## config.mk

```make
export PLATFORM = sky130hd
export DESIGN_NAME = mem_port_arbiter_flat
export DESIGN_NICKNAME = d
export VERILOG_FILES = /design/src/rtl/mem_port_arbiter_pkg.sv /design/src/rtl/mem_port_arbiter_if.sv /design/src/rtl/mem_port_arbiter_starve.sv /design/src/rtl/mem_port_arbiter.sv /design/src/flat_wrapper.sv
export SDC_FILE = /design/constraint.sdc
export NUM_CORES = 1
export LEC_CHECK = 0
export ABC_AREA = 1
export ABC_CLOCK_PERIOD_IN_PS = 4200
export CAP_MARGIN = 10
export CORE_ASPECT_RATIO = 0.5
export CORE_UTILIZATION = 35
export CTS_BUF_LIST = sky130_fd_sc_hd__clkbuf_16
export DETAILED_ROUTE_END_ITERATION = 10
export PLACE_DENSITY = 0.82
export RECOVER_POWER = 25
export SLEW_MARGIN = 20
export SYNTH_ARGS = -nofsm -noshare
export SYNTH_HDL_FRONTEND = slang
export SYNTH_SLANG_ARGS = --single-unit
```

## constraint.sdc

```tcl
create_clock -name clk -period 4.2 [get_ports clk]
set_input_delay 0.42 -clock clk [delete_from_list [all_inputs] [get_ports clk]]
set_output_delay 0.42 -clock clk [all_outputs]
set_load 0.01 [all_outputs]
```

## src/rtl/mem_port_arbiter_pkg.sv

```systemverilog
// mem_port_arbiter_pkg: shared arbiter state encoding and default fetch starvation limit
package mem_port_arbiter_pkg;
  localparam int DEF_MAX_WAIT = 3;
  typedef enum logic [2:0] {
    ARB_IDLE   = 3'd0,
    ARB_ACC_IF = 3'd1,
    ARB_ACC_D  = 3'd2,
    ARB_RSP_IF = 3'd3,
    ARB_RSP_D  = 3'd4
  } arb_state_t;
endpackage

```

## src/rtl/mem_port_arbiter_if.sv

```systemverilog
// mem_port_arbiter_if: fetch port, data port and memory bus bundle
//   slave modport : arbiter view (requests and mem_rdata in; ready/rdata, mem_* and hold out)
//   master modport: pipeline + memory view (the reverse directions)
interface mem_port_arbiter_if #(parameter int AW = 16);
  logic          if_req;
  logic [AW-1:0] if_addr;
  logic [15:0]   if_rdata;
  logic          if_ready;
  logic          d_req;
  logic          d_we;
  logic [AW-1:0] d_addr;
  logic [15:0]   d_wdata;
  logic [15:0]   d_rdata;
  logic          d_ready;
  logic [AW-1:0] mem_addr;
  logic [15:0]   mem_wdata;
  logic          mem_re;
  logic          mem_we;
  logic [15:0]   mem_rdata;
  logic          hold;
  modport slave (
    input  if_req, if_addr, d_req, d_we, d_addr, d_wdata, mem_rdata,
    output if_rdata, if_ready, d_rdata, d_ready, mem_addr, mem_wdata, mem_re, mem_we, hold
  );
  modport master (
    output if_req, if_addr, d_req, d_we, d_addr, d_wdata, mem_rdata,
    input  if_rdata, if_ready, d_rdata, d_ready, mem_addr, mem_wdata, mem_re, mem_we, hold
  );
endinterface

```

## src/rtl/mem_port_arbiter_starve.sv

```systemverilog
// arb_starve_counter: counts fetch denials and forces a fetch grant once MAX_WAIT is reached
//   clk, pc_reset (async, active-high); inc: data granted over a pending fetch;
//   clr: fetch granted; force_if: fetch must win the next IDLE arbitration
module arb_starve_counter import mem_port_arbiter_pkg::*; #(
  parameter int MAX_WAIT = DEF_MAX_WAIT
) (
  input  logic clk,
  input  logic pc_reset,
  input  logic inc,
  input  logic clr,
  output logic force_if
);
  logic [3:0] wait_cnt;
  always_ff @(posedge clk or posedge pc_reset)
    if (pc_reset) wait_cnt <= '0;
    else if (clr) wait_cnt <= '0;
    else if (inc && wait_cnt < 4'(MAX_WAIT)) wait_cnt <= wait_cnt + 4'd1;
  assign force_if = wait_cnt >= 4'(MAX_WAIT);
endmodule

```

## src/rtl/mem_port_arbiter.sv

```systemverilog
// mem_port_arbiter: shares one sync-read memory between fetch and data ports, data-first with fetch starvation guard
//   clk, pc_reset (async, active-high); bus: fetch/data request ports, memory bus and hold
//   MEM_ARB_PERF_EN adds conflict_cnt (IDLE cycles with both requests) and starve_cnt (forced fetch grants)
module mem_port_arbiter import mem_port_arbiter_pkg::*; #(
  parameter int MAX_WAIT = DEF_MAX_WAIT,
  parameter int AW       = 16
) (
  input  logic clk,
  input  logic pc_reset,
  mem_port_arbiter_if.slave bus
`ifdef MEM_ARB_PERF_EN
  ,
  output logic [15:0] conflict_cnt,
  output logic [15:0] starve_cnt
`endif
);
  arb_state_t    state, nxt;
  logic          gnt_if, gnt_d, force_if, idle;
  logic [AW-1:0] l_addr;
  logic [15:0]   l_wdata;
  logic          l_we;
  arb_starve_counter #(.MAX_WAIT(MAX_WAIT)) u_starve (
    .clk     (clk),
    .pc_reset(pc_reset),
    .inc     (gnt_d & bus.if_req & idle),
    .clr     (gnt_if),
    .force_if(force_if)
  );
  always_ff @(posedge clk or posedge pc_reset)
    if (pc_reset) state <= ARB_IDLE;
    else state <= nxt;
  // In RSP_x only the other port is arbitrated; the served port still holds req this cycle.
  always_comb begin
    idle   = state == ARB_IDLE;
    gnt_d  = idle ? bus.d_req & (~force_if | ~bus.if_req) : (state == ARB_RSP_IF) & bus.d_req;
    gnt_if = idle ? bus.if_req & ~gnt_d : (state == ARB_RSP_D) & bus.if_req;
    nxt    = gnt_d ? ARB_ACC_D : gnt_if ? ARB_ACC_IF :
             state == ARB_ACC_IF ? ARB_RSP_IF : state == ARB_ACC_D ? ARB_RSP_D : ARB_IDLE;
  end
  always_ff @(posedge clk or posedge pc_reset)
    if (pc_reset) begin
      l_addr  <= '0;
      l_wdata <= '0;
      l_we    <= 1'b0;
    end else if (gnt_d) begin
      l_addr  <= bus.d_addr;
      l_wdata <= bus.d_wdata;
      l_we    <= bus.d_we;
    end else if (gnt_if) begin
      l_addr  <= bus.if_addr;
      l_we    <= 1'b0;
    end
  // mem_we decodes straight from state so it falls with the asynchronous reset.
  always_comb begin
    bus.mem_addr  = l_addr;
    bus.mem_wdata = l_wdata;
    bus.mem_re    = (state == ARB_ACC_IF) | ((state == ARB_ACC_D) & ~l_we);
    bus.mem_we    = (state == ARB_ACC_D) & l_we;
    bus.if_ready  = state == ARB_RSP_IF;
    bus.d_ready   = state == ARB_RSP_D;
    bus.if_rdata  = state == ARB_RSP_IF ? bus.mem_rdata : 16'h0;
    bus.d_rdata   = state == ARB_RSP_D ? bus.mem_rdata : 16'h0;
    bus.hold      = (bus.if_req & (state != ARB_RSP_IF)) | (bus.d_req & (state != ARB_RSP_D));
  end
`ifdef MEM_ARB_PERF_EN
  always_ff @(posedge clk or posedge pc_reset)
    if (pc_reset) begin
      conflict_cnt <= '0;
      starve_cnt   <= '0;
    end else begin
      conflict_cnt <= conflict_cnt + 16'(idle & bus.if_req & bus.d_req);
      starve_cnt   <= starve_cnt + 16'(idle & gnt_if & force_if & bus.d_req);
    end
`endif
endmodule

```

## src/flat_wrapper.sv

```systemverilog
// flat-port wrapper written by rule: the top's interface ports become plain ports
module mem_port_arbiter_flat import mem_port_arbiter_pkg::*;
#(
  parameter int MAX_WAIT = DEF_MAX_WAIT,
  parameter int AW       = 16
)
  (clk, pc_reset, bus_if_req, bus_if_addr, bus_d_req, bus_d_we, bus_d_addr, bus_d_wdata, bus_mem_rdata, bus_if_rdata, bus_if_ready, bus_d_rdata, bus_d_ready, bus_mem_addr, bus_mem_wdata, bus_mem_re, bus_mem_we, bus_hold);
  mem_port_arbiter_if #(.AW(AW)) bus_i ();
  input  logic clk;
  input  logic pc_reset;
  input wire logic [$bits(bus_i.if_req)-1:0] bus_if_req;
  input wire logic [$bits(bus_i.if_addr)-1:0] bus_if_addr;
  input wire logic [$bits(bus_i.d_req)-1:0] bus_d_req;
  input wire logic [$bits(bus_i.d_we)-1:0] bus_d_we;
  input wire logic [$bits(bus_i.d_addr)-1:0] bus_d_addr;
  input wire logic [$bits(bus_i.d_wdata)-1:0] bus_d_wdata;
  input wire logic [$bits(bus_i.mem_rdata)-1:0] bus_mem_rdata;
  output wire logic [$bits(bus_i.if_rdata)-1:0] bus_if_rdata;
  output wire logic [$bits(bus_i.if_ready)-1:0] bus_if_ready;
  output wire logic [$bits(bus_i.d_rdata)-1:0] bus_d_rdata;
  output wire logic [$bits(bus_i.d_ready)-1:0] bus_d_ready;
  output wire logic [$bits(bus_i.mem_addr)-1:0] bus_mem_addr;
  output wire logic [$bits(bus_i.mem_wdata)-1:0] bus_mem_wdata;
  output wire logic [$bits(bus_i.mem_re)-1:0] bus_mem_re;
  output wire logic [$bits(bus_i.mem_we)-1:0] bus_mem_we;
  output wire logic [$bits(bus_i.hold)-1:0] bus_hold;
  assign bus_i.if_req = bus_if_req;
  assign bus_i.if_addr = bus_if_addr;
  assign bus_i.d_req = bus_d_req;
  assign bus_i.d_we = bus_d_we;
  assign bus_i.d_addr = bus_d_addr;
  assign bus_i.d_wdata = bus_d_wdata;
  assign bus_i.mem_rdata = bus_mem_rdata;
  assign bus_if_rdata = bus_i.if_rdata;
  assign bus_if_ready = bus_i.if_ready;
  assign bus_d_rdata = bus_i.d_rdata;
  assign bus_d_ready = bus_i.d_ready;
  assign bus_mem_addr = bus_i.mem_addr;
  assign bus_mem_wdata = bus_i.mem_wdata;
  assign bus_mem_re = bus_i.mem_re;
  assign bus_mem_we = bus_i.mem_we;
  assign bus_hold = bus_i.hold;
  mem_port_arbiter #(.MAX_WAIT(MAX_WAIT), .AW(AW)) u_core (.clk(clk), .pc_reset(pc_reset), .bus(bus_i));
endmodule
```

== Word-level counts from Yosys, hierarchy flattened ==
Cells that the tools add are included.

* Output and inout port bits: 69
* Input port bits: 69
* Logic and storage cells: 49
* Bits in registers: 40

* Bitwise gates (word level): 17
* Equality and inequality tests: 6
* Reduce and logical (&&, ||, !) cells: 4
* Add/subtract/negate cells: 1
* Mux-type cells: 14
* Magnitude comparators: 2

{| class="wikitable"
|+ Operators by type and width
! cell !! number
|-
| $mux 16 || 4
|-
| $mux 3 || 4
|-
| $and 1x1->1 || 10
|-
| $mux 4 || 2
|-
| $eq 3x2->1 const B || 2
|-
| $add 4x1->4 const B || 1
|-
| $ge 4x2->1 const B || 1
|-
| $lt 4x2->1 const B || 1
|-
| $mux 1 || 4
|-
| $not 1->1 || 4
|-
| $reduce_bool 2->1 || 2
|-
| $eq 3x1->1 const B || 1
|-
| $eq 3x3->1 const B || 1
|-
| $logic_not 3->1 || 1
|-
| $ne 3x2->1 const B || 1
|-
| $ne 3x3->1 const B || 1
|-
| $or 1x1->1 || 3
|-
| $logic_and 1x1->1 || 1
|}

== Depth between registers and ports, before layout ==
* Depth in word-level cells: 10
* Gate-level depth with buffers: 10
* Mapped depth without buffers: 9

== By module ==
Synthesis repeated with hierarchy kept, for this count alone.

* Cell total of the unflattened synthesis: 318
* Area total of the unflattened synthesis: 2255.9 µm²

{| class="wikitable"
|+ By module, submodules not included
! module !! instances !! area an instance (µm²) !! seq. area each (µm²) !! cells an instance
|-
| mem_port_arbiter || 1 || 2054.5 || 900.9 || 293
|-
| arb_starve_counter || 1 || 201.4 || 100.1 || 25
|}

== Worst setup path after synthesis ==
OpenSTA, ideal clock, no wires.

* Path type: register -> output
* Start point: register u_core.state[1]
* End point: output bus_d_rdata[10]
* Stages on the path, launching flop included: 7
* Path slack: 2512 ps
* Data required time: 3780 ps
* Path buffers: 1
* Arrival: 1268 ps
* Cells stage by stage: dfrtp_1 > inv_1 > nand2_1 > nor2_1 > inv_1 > buf_2 > nor2_1

* Word-level cells in the longest chain between the ends: 2

{| class="wikitable"
|+ Ends and longest elaborated chain
! item !! RTL line !! text
|-
| start, declared || mem_port_arbiter.sv:17 || <nowiki>arb_state_t state, nxt;</nowiki>
|-
| start signal, assigned || mem_port_arbiter.sv:31 || <nowiki>else state <= nxt;</nowiki>
|-
| $eq 3x3->1 || n/a ||
|-
| named net bus_d_ready || flat_wrapper.sv:21 || <nowiki>output wire logic [$bits(bus_i.d_ready)-1:0] bus_d_ready;</nowiki>
|-
| $mux 16 || mem_port_arbiter.sv:62 || <nowiki>bus.d_rdata = state == ARB_RSP_D ? bus.mem_rdata : 16'h0;</nowiki>
|-
| end, declared || flat_wrapper.sv:20 || <nowiki>output wire logic [$bits(bus_i.d_rdata)-1:0] bus_d_rdata;</nowiki>
|}

The timed path passes the listed nets, and every way through them passes these cells.

== Final worst setup path ==
* Start point: register u_core.state[1]
* End point: output bus_d_rdata[8]

* Word-level cells in the longest chain between the ends: 2

{| class="wikitable"
|+ Ends and longest elaborated chain
! item !! RTL line
|-
| $eq 3x3->1 || mem_port_arbiter.sv:62
|-
| $mux 16 || mem_port_arbiter.sv:62
|}

Every way passes these cells.

==> summary.md <==
| Metric | Value |
|---|---|
| Worst-Skew Late Latency | 280 ps |
| Static Leak | between 1.5 and 2 nW |
| Global Route met3 Usage | 0.04038 |
| Grt total ovfl | 0 |
| Avg Inst Size Synth | 7.044 um2 |
| Most Crowded Layer GR | met2 |
| Met1 Resource Use GR | 0.2498 |
| Max FO, Critical Path | 16 |
| WL/cell | 12.22 um |
| Synthesized flop and latch total | 40 |
| Global-route wire length before repair | roughly 10 mm |
| TritonCTS clock tree | done |
| Number of global-route vias before repair | 2099 |
| Req. time, crit path | 3780 ps |
| Largest net degree at the start of global routing | 52 |
| Post-Place Worst Slack | 1542 ps |
| Top-count cell post-synth | nand2_1 |
| Via density per instance | about 4.4 |
| Final HPWL from detailed placement | 4.662 mm |
| Synth warn | 0 |
| Sink Count | 40 |
| Worst relative slew slack | -0.3867 |
| Clk root buf | clkbuf_16 |
| Total negative slack | 0 ps |
| Ant diodes | 0 |
| Post-CTS Hold Fix Bufs | 0 |
| Violated checks | max-capacitance violations, max-slew violations |
| Initial DRC count | 167 |
| Unrepaired setup endpoints after global routing | no |
| Ys async rst share | 1.000 |
| H-tree depth | 2 |
| Met2 Use GR | 0.3536 |
| Crit end category | primary output |
| IO Pins | 138 |
| Final Core Density | 0.6476 |
| Most frequent cells after synthesis | 105 x nand2_1, 57 x inv_1, 40 x dfrtp_1, 38 x nor2_1, 23 x nand3_1 |
| Top post-synthesis cells by area | dfrtp_1 47%, nand2_1 18%, inv_1 10% |
| Clock Path Buffers | 2 |
| Sequential share of the synthesized area | 0.4659 |
| Final Hold Vio Count | 0 |
| VDD IR max | 0.2922 mV |
| Gpl congestion | 0.7666 |
| Layout Nets | 507 |
| Critical Path Source Type | register |
| Max Slew Vio Count | 41 |
| Setup Buffers After CTS | 0 |
| Peak Freq | 394.0 MHz |
| Core area | approximately 5700 um2 |
| Min-delay worst type | register to register |
| Post-synth top area cell | dfrtp_1 |
| Status | finished with violations |
| Setup ws final | about 1700 ps |
| Pre-antenna DRT Iters | 5 |
| Power Dens Cells | 644.7 nW/um2 |
| Core Rows | 19 |
| Via count | 2265 |
| Fin Hold WS | 472.2 ps |
| Fin Clk Skew | between 4 and 5 ps |
| Die Y | 57.40 um |
| Area growth syn-to-layout | 71.99% |
| Syn_nets | 375 |
| Clk pin slew, worst setup/hold paths | 60 ps |
| Worst EP arrival | about 2100 ps |
| Critical setup path kind | register to primary output |
| Final wirelength | 6.242 mm |
| Post-synth top area share | 0.4659 |
| Layout cells sized above 1 | 0.03425 |
| Final Critical Period | between 2000 and 3000 ps |
| Max Cap Viol | 1 |
| Gate Count Post-Synth | 305 |
| Final worst path period share | 0.6043 |
| Number of flops mapped to enable cells by yosys | 0 |
| Die W | between 100 and 150 um |
| Die ar. | between 6000 and 7000 um2 |
| PortBufs | 137 |
| TritonCTS Buffers | 5 |
| Residual DRC | 0 |
| Netlist cell types | 20 |
| Initial antenna violation count | 0 |
| Top FF cell, synth | dfrtp_1 |
| Final Setup Violations | 0 |
| Cell Area, Synth | 2148 um2 |
| Post_cts resized | 0 |
| DRT antenna net count | 0 |
| Starting density of the core | 0.3765 |
| Worst slew pin tran | roughly 2100 ps |
| Total track usage | 0.2017 |
cell families (layout without fill, tap and decap cells):
logic type,Yosys count,in the layout,synth area share
buffers and inverters,72,205,0.1433
DFF,40,40,0.4659
and+or+nand+nor,173,173,0.3355
adders and majority gates,1,1,0.005823
AOI/OAI and AO/OA,19,19,0.04951
flip-flops by register name (all words and copies together), names as in the netlist:
name	flops
u_core.bus.mem_addr	16
u_core.bus.mem_wdata	16
u_core.l_we	1
u_core.state	3
u_core.u_starve.wait_cnt	4
report_power, final:
group          internal, mW  leakage (nW)  switching [mW]
Combinational         0.626          1.31           0.659
Sequential            0.568         0.491           0.111
Clock                 0.277        0.0850           0.142
Total                  1.47          1.89           0.911
metal layers:
metal | wire length (um) | share of wire
met1 | 2670 | 0.43
met2 | 3130 | 0.50
met3 | 317 | 0.051
met4 | 124 | 0.020
met5 | 0 | 0
stage by stage:
| step | area (um2) | std cells | total power, mW |
|---|---|---|---|
| 6_report | 3695 | 511 | 2.382 |
| 3_3_place_gp | 3535 | 503 | 1.925 |
| 4_1_cts | 3699 | 511 | 2.399 |
| 3_5_place_dp | 3535 | 503 | 1.965 |
| 5_1_grt | 3695 | 511 | 2.578 |
| 2_1_floorplan | 2148 | 305 | 1.377 |
final cells by class:
class | count | area [um2]
Clock inverter | 3 | 38.79
Clock buffer | 5 | 125.1
Tap cell | 73 | 91.34
Fill cell | 479 | 2011
Multi-Input combinational cell | 193 | 839.6
Sequential cell | 40 | 1001
Inverter | 59 | 224.0
Timing Repair Buffer | 138 | 1375
layout by cell type, fill, tap and decap left out, drive strengths merged:
cell type      synthesis  layout
clkdlybuf4s50          0     136
dlygate4sd3            0       1
dfrtp                 40      40
clkinv                 0       1
nor3                   2       2
clkbuf                 0       6
nor2                  39      39
o21ai                 18      18
ha                     1       1
inv                   59      60
nand2                107     107
bufinv                 0       1
nand3                 25      25
a21oi                  1       1
critical path: stages, from the launching register on:
cell             delay (ps)
dfrtp_1                 420
inv_1                   130
nand2_1                  60
nor2_1                  230
inv_1                   280
nor2_1                  160
clkdlybuf4s50_1         560
path summary, 6_finish.rpt:
check / start / to / slack (ps) / depth (start not counted)
worst max-delay path: u_core.state[1]$_DFF_PP0_ / bus_d_rdata[8] / 1660 / 6
worst min-delay path: u_core.bus.mem_wdata[13]$_DFFE_PP0P_ / u_core.bus.mem_wdata[13]$_DFFE_PP0P_ / 470 / 2
worst max register to register: u_core.state[0]$_DFF_PP0_ / u_core.bus.mem_addr[13]$_DFFE_PP0P_ / 1810 / 8
worst min register to register: u_core.bus.mem_wdata[13]$_DFFE_PP0P_ / u_core.bus.mem_wdata[13]$_DFFE_PP0P_ / 470 / 2
max in group asynchronous: pc_reset / u_core.bus.mem_addr[10]$_DFFE_PP0P_ / 1670 / 3
min in group asynchronous: pc_reset / u_core.bus.mem_wdata[7]$_DFFE_PP0P_ / 1340 / 3
No activity file was read; power rests on OpenSTA's default activity.
